## src/rtl/mixer_scheduler.sv

```systemverilog
// Four-channel real-by-complex mixer sharing one signed 16x18 multiplier.
// Ports: ipClk, ipReset (async low), ipInput/ipNCO[N] in, ipClearOverflow,
//   opOutput[N] (I,Q,Valid), opOverflow (sticky drop flags), opBusy.
package mixer_pkg;
  localparam int N = 4;

  typedef struct packed {
    logic               Valid;
    logic signed [15:0] Data;
  } data_stream_t;

  typedef struct packed {
    logic               Valid;
    logic signed [17:0] I;
    logic signed [17:0] Q;
  } complex_stream_t;
endpackage

module mixer_scheduler
  import mixer_pkg::*;
(
  input  logic                    ipClk,
  input  logic                    ipReset,
  input  data_stream_t    [N-1:0] ipInput,
  input  complex_stream_t [N-1:0] ipNCO,
  input  logic            [N-1:0] ipClearOverflow,
  output complex_stream_t [N-1:0] opOutput,
  output logic            [N-1:0] opOverflow,
  output logic                    opBusy
);

  typedef enum logic [1:0] {
    IDLE,
    MUL_I,
    MUL_Q
  } state_t;

  state_t             state;
  logic [N-1:0]       pend;
  logic signed [15:0] slot_d [N];
  logic signed [17:0] slot_i [N];
  logic signed [17:0] slot_q [N];
  logic [1:0]         ptr;
  logic [1:0]         iss_ch;
  logic signed [15:0] iss_d;
  logic signed [17:0] iss_q;
  logic signed [17:0] hold_i;
  logic signed [33:0] prod;

  logic [1:0]         gnt;
  logic               found;
  logic               take;
  logic [N-1:0]       gnt_oh;
  logic [N-1:0]       acc;
  logic [N-1:0]       drop;
  logic signed [15:0] mul_a;
  logic signed [17:0] mul_b;
  logic signed [33:0] mul_p;
  logic               unused_nco_valid;

  // Round-robin search starting at ptr.
  always_comb begin
    gnt   = ptr;
    found = 1'b0;
    for (int o = 0; o < N; o++) begin
      if (!found && pend[ptr + 2'(o)]) begin
        gnt   = ptr + 2'(o);
        found = 1'b1;
      end
    end
  end

  assign take = found && (state == IDLE || state == MUL_Q);

  // A slot being granted this cycle may be refilled without a drop.
  always_comb begin
    gnt_oh           = '0;
    acc              = '0;
    drop             = '0;
    unused_nco_valid = 1'b0;
    for (int k = 0; k < N; k++) begin
      gnt_oh[k] = take && (gnt == 2'(k));
      acc[k]    = ipInput[k].Valid && (!pend[k] || gnt_oh[k]);
      drop[k]   = ipInput[k].Valid && pend[k] && !gnt_oh[k];
      unused_nco_valid = unused_nco_valid ^ ipNCO[k].Valid;
    end
  end

  // Grant cycle feeds Data*I straight from the slot; MulI uses Data*Q.
  always_comb begin
    mul_a = (state == MUL_I) ? iss_d : slot_d[gnt];
    mul_b = (state == MUL_I) ? iss_q : slot_i[gnt];
    mul_p = 34'(mul_a) * 34'(mul_b);
  end

  assign opBusy = (state != IDLE) || (|pend);

  always_ff @(posedge ipClk or negedge ipReset) begin
    if (!ipReset) begin
      state      <= IDLE;
      pend       <= '0;
      ptr        <= '0;
      iss_ch     <= '0;
      iss_d      <= '0;
      iss_q      <= '0;
      hold_i     <= '0;
      prod       <= '0;
      opOutput   <= '0;
      opOverflow <= '0;
      for (int k = 0; k < N; k++) begin
        slot_d[k] <= '0;
        slot_i[k] <= '0;
        slot_q[k] <= '0;
      end
    end else begin
      case (state)
        IDLE:    if (found) state <= MUL_I;
        MUL_I:   state <= MUL_Q;
        MUL_Q:   state <= found ? MUL_I : IDLE;
        default: state <= IDLE;
      endcase

      pend       <= (pend & ~gnt_oh) | acc;
      opOverflow <= (opOverflow & ~ipClearOverflow) | drop;

      for (int k = 0; k < N; k++) begin
        opOutput[k].Valid <= 1'b0;
        if (acc[k]) begin
          slot_d[k] <= ipInput[k].Data;
          slot_i[k] <= ipNCO[k].I;
          slot_q[k] <= ipNCO[k].Q;
        end
      end

      if (take) begin
        ptr    <= gnt + 2'd1;
        iss_ch <= gnt;
        iss_d  <= slot_d[gnt];
        iss_q  <= slot_q[gnt];
      end

      if (take || state == MUL_I) prod <= mul_p;
      if (state == MUL_I) hold_i <= prod[32:15];

      if (state == MUL_Q) begin
        opOutput[iss_ch].Valid <= 1'b1;
        opOutput[iss_ch].I     <= hold_i;
        opOutput[iss_ch].Q     <= prod[32:15];
      end
    end
  end

endmodule

```

## config.mk

```make
export PLATFORM = sky130hd
export DESIGN_NAME = mixer_scheduler
export DESIGN_NICKNAME = d
export VERILOG_FILES = /design/src/rtl/mixer_scheduler.sv
export SDC_FILE = /design/constraint.sdc
export NUM_CORES = 1
export LEC_CHECK = 0
export ABC_CLOCK_PERIOD_IN_PS = 9500
export CORE_MARGIN = 8
export CORE_UTILIZATION = 50
export CTS_CLUSTER_DIAMETER = 60
export CTS_CLUSTER_SIZE = 24
export DETAILED_ROUTE_END_ITERATION = 10
export PLACE_DENSITY = 0.72
export SLEW_MARGIN = 30
export SYNTH_ARGS = -nofsm -noshare
export SYNTH_HDL_FRONTEND = slang
export SYNTH_SLANG_ARGS = --single-unit
```

## constraint.sdc

```tcl
create_clock -name ipClk -period 9.5 [get_ports ipClk]
set_clock_uncertainty 0.15 [all_clocks]
set_input_delay 2.375 -clock ipClk [delete_from_list [all_inputs] [get_ports ipClk]]
set_output_delay 2.375 -clock ipClk [all_outputs]
set_load 0.05 [all_outputs]
```

==> out/qor.log <==
[global_route] number of global-route vias before repair 22540
[logic_synthesis] EDFF count, synth 0
[sta] Setup Total Neg Slack 0 ns
[clock_tree] TritonCTS clock tree built
[floorplanning] die height 254.7 um
[clock_tree] Root Buffer Master sky130_fd_sc_hd__clkbuf_16
[route] number of remaining DRC errors 0
[logic_synthesis] Synth Area in Simple Gates 12.85%
[clock_tree] number of gates resized after cts 0
[sta] Final period util 94.59%
[critical_path] Startpoint Class register
[floorplanning] Die ar. 64860 sq um
[sta] Slew Limit Headroom 35.53%
[sta] number of pins with negative max-slew slack in the final report 0
[global_route] number of antenna violations at the first check in global routing 8
[clock_tree] clock transition at the registers of the reported paths 0.09 ns
[clock_tree] clock latency at the later pin of the worst-skew pair 0.58 ns
[finish] area delta synth->final 22.07%
[critical_path] cell with the biggest individual delay on the critical path sky130_fd_sc_hd__fa_1
[critical_path] depth of the critical timing path with buffers and inverters included 33
[critical_path] Worst Path Required 9.74 ns
[floorplanning] floorplan die width 254.7 um
[sta] slew at the pin closest to its max-slew limit 0.9401 ns
[global_route] global-route wire length before repair 127.4 mm
[finish] commonest non-fill, non-tap cell in the layout sky130_fd_sc_hd__nand2_1
[route] wl on met1 33.25 mm
[floorplanning] number of I/O pins 375
[route] total met2 wirelength after detailed routing 39.60 mm
[floorplanning] effective utilization at floorplan 50.51%
[logic_synthesis] FFs w/ async S/R, synth 100.0%
[sta] total setup violations reported at the end of the flow 0
[critical_path] data arrival time of the critical path 9.23 ns
[global_route] GRT Resource Usage Total 25.13%
[route] count of antenna-violating nets left after detailed routing 0
[finish] most frequent cells in the layout 651 x sky130_fd_sc_hd__nand2_1, 440 x sky130_fd_sc_hd__dfrtp_1, 369 x sky130_fd_sc_hd__clkdlybuf4s50_1, 341 x sky130_fd_sc_hd__inv_1, 316 x sky130_fd_sc_hd__mux2_2
[sta] highest clock frequency the design can meet 111.3 MHz
[clock_tree] hold-fix buffers at CTS 0
[critical_path] gate family responsible for the most delay along the worst path adder cells
[place] routability congestion estimate 0.9553
[critical_path] CP Max Fanout 49
[route] iteration count of the initial detailed-routing pass 6
[critical_path] Setup CP Type register to register
[clock_tree] number of clock sinks 440
[route] number of vias per cell 5.378
[logic_synthesis] main combinational cell family by area after synthesis adder cells
[clock_tree] number of CTS-inserted buffers 34
[status] run status complete, no violations
[route] vias after detailed routing 21010
[logic_synthesis] synthesized instance count 2750
[critical_path] capturing element type of the critical path register
[global_route] pin count of the biggest net entering global routing 175
[floorplanning] std cell rows 87
[route] WL final 81.05 mm
[finish] share of post-route cells with drive strength above 1 15.91%
[sta] count of final hold-check violations 0
[logic_synthesis] Avg Cell Area, Syn 10.36 sq um
[clock_tree] largest buffer count on any clock path 3
[floorplanning] Core ar. 56390 sq um
[flow_run] reported max-cap violation count 0
[critical_path] delay of the slowest cell on the worst path 0.51 ns
[global_route] total overflow reported by the global router 0
[logic_synthesis] synthesized-area fraction occupied by ao, oa, aoi and oai cells 3.800%
[logic_synthesis] net count after synthesis 3340
[place] Final HPWL DP 62.90 mm
[sta] RSZ-0062 raised after global routing false
[route] Met3 Routed Length 5.321 mm
[min_path] path category of the worst min-delay check register to register
[logic_synthesis] register area share after synthesis 38.66%
[logic_synthesis] Primary FF master, synth sky130_fd_sc_hd__dfrtp_1
[sta] Final Critical Period 8.986 ns
[route] Initial DRC Count 1398
[critical_path] number of cells traversed by the worst register-to-register path 33
[critical_path] total buffers and inverters traversed by the critical path 8
[finish] number of nets in the final layout 3712
[clock_tree] maximum level of the CTS H-tree 2
[clock_tree] Post-CTS Setup Repair Bufs 0
[route] top routing layer used met5
[route] detailed-route wire length per cell 20.74 um
[logic_synthesis] xor/xnor share of the synthesized area 0.9533%
[critical_path] Crit path top cell by count sky130_fd_sc_hd__fa_1
[min_path] Worst Hold Depth 2
[logic_synthesis] portion of netlist area occupied by mux cells 13.93%
[logic_synthesis] Synthesis Warnings 0
[logic_synthesis] flip-flop and latch count after synthesis 440
[logic_synthesis] number of different library cells in the post-synthesis netlist 56
[place] number of buffers inserted by port buffering 370
[logic_synthesis] area of the mapped netlist 28480 sq um
[logic_synthesis] arithmetic-cell share of the synthesized area counting full adders, half adders and majority gates 23.63%
[logic make-up (layout without fill, tap and decap cells)]
| group | after synthesis | in the layout |
|---|---|---|
| buf+inv | 465 | 863 |
| fa+ha+maj | 368 | 368 |
| mux | 357 | 357 |
| simple gates | 910 | 910 |
| other cells | 0 | 3 |
| xor+xnor | 31 | 31 |
| compound gates | 179 | 179 |
| flops | 440 | 440 |
[worst paths after layout]
check / from / to / slack (ns)
setup / recovery: pend[2]$_DFF_PN0_ / prod[25]$_DFFE_PN0P_ / 0.51
hold / removal: register / register / 0.33
setup reg to reg: pend[2]$_DFF_PN0_ / prod[25]$_DFFE_PN0P_ / 0.51
hold reg to reg: register / register / 0.33
max in group asynchronous: ipReset / slot_i[46]$_DFFE_PN0P_ / 6.29
min in group asynchronous: ipReset / async pin / 1.55
[synthesized netlist by cell type, types with 4 or more instances]
library cell / number / area (sq um)
sky130_fd_sc_hd__mux2i_1: 41 / 410.4
sky130_fd_sc_hd__a21oi_1: 59 / 295.3
sky130_fd_sc_hd__nand2_1: 654 / 2455
sky130_fd_sc_hd__nand3_1: 7 / 35.03
sky130_fd_sc_hd__fa_1: 283 / 5665
sky130_fd_sc_hd__inv_1: 343 / 1287
sky130_fd_sc_hd__o31ai_1: 10 / 75.07
sky130_fd_sc_hd__buf_1: 19 / 71.32
sky130_fd_sc_hd__dfrtp_1: 440 / 11010
sky130_fd_sc_hd__ha_1: 85 / 1064
sky130_fd_sc_hd__and3_1: 30 / 187.7
sky130_fd_sc_hd__o21ai_0: 40 / 200.2
sky130_fd_sc_hd__a211oi_1: 4 / 30.03
sky130_fd_sc_hd__nand4_1: 5 / 31.28
sky130_fd_sc_hd__a31oi_1: 29 / 181.4
sky130_fd_sc_hd__buf_2: 6 / 30.03
sky130_fd_sc_hd__o22ai_1: 4 / 25.02
sky130_fd_sc_hd__or2_2: 7 / 43.79
sky130_fd_sc_hd__mux2_2: 316 / 3558
sky130_fd_sc_hd__o21a_1: 4 / 30.03
sky130_fd_sc_hd__nand2b_1: 15 / 93.84
sky130_fd_sc_hd__xor2_1: 11 / 96.34
sky130_fd_sc_hd__nor2b_1: 8 / 50.05
sky130_fd_sc_hd__xnor2_1: 20 / 175.2
sky130_fd_sc_hd__nor2_1: 163 / 611.8
sky130_fd_sc_hd__and2_1: 10 / 62.56
sky130_fd_sc_hd__a21o_1: 9 / 67.56
sky130_fd_sc_hd__clkbuf_1: 93 / 349.1
[worst register-to-register path: cells and delay by family (launching register included)]
| family | cells | cell delay (ns) |
|---|---|---|
| AO/OA/AOI/OAI | 9 | 2.17 |
| XOR/XNOR | 1 | 0.12 |
| multiplexers | 1 | 0.44 |
| buffers and inverters | 8 | 1.01 |
| flip-flops | 1 | 0.44 |
| adder cells (fa/ha/maj) | 7 | 3.13 |
| AND/OR/NAND/NOR | 7 | 1.34 |
[metal layers]
| metal | vias up | track usage, % |
|---|---|---|
| li1 | 9404 | - |
| met1 | 10670 | 32.62 |
| met2 | 780 | 43.13 |
| met3 | 149 | 3.882 |
| met4 | 10 | 8.076 |
| met5 | - | 0 |
[final cells by class]
class	count	area [sq um]
fillers	4654	21620
multi-input cells	1845	15800
flip-flops and latches	440	11010
repair buffers	455	4464
inverters	346	1303
well taps	756	945.9
clock buffers	37	893.4
clock inverters	25	346.6
diodes	3	7.507
[per-stage QoR]
step / cells / hold slack [ns] / instance area, sq um / util [%] / setup WS, ns
after global routing: 3907 / 0.3521 / 34770 / 61.66 / 0.01913
after detailed placement: 3840 / 0.3120 / 33440 / 59.30 / 0.3900
after CTS: 3902 / 0.3322 / 34680 / 61.50 / 0.3122
after global placement: 3837 / 0.3075 / 33340 / 59.14 / 0.4393
after floorplan: 2750 / 0.2913 / 28480 / - / 0.9227
final: 3907 / 0.3308 / 34770 / 61.66 / 0.5141
Power is not shown: default switching activity piles up to over one toggle a cycle in this logic, so the estimate is an artifact.
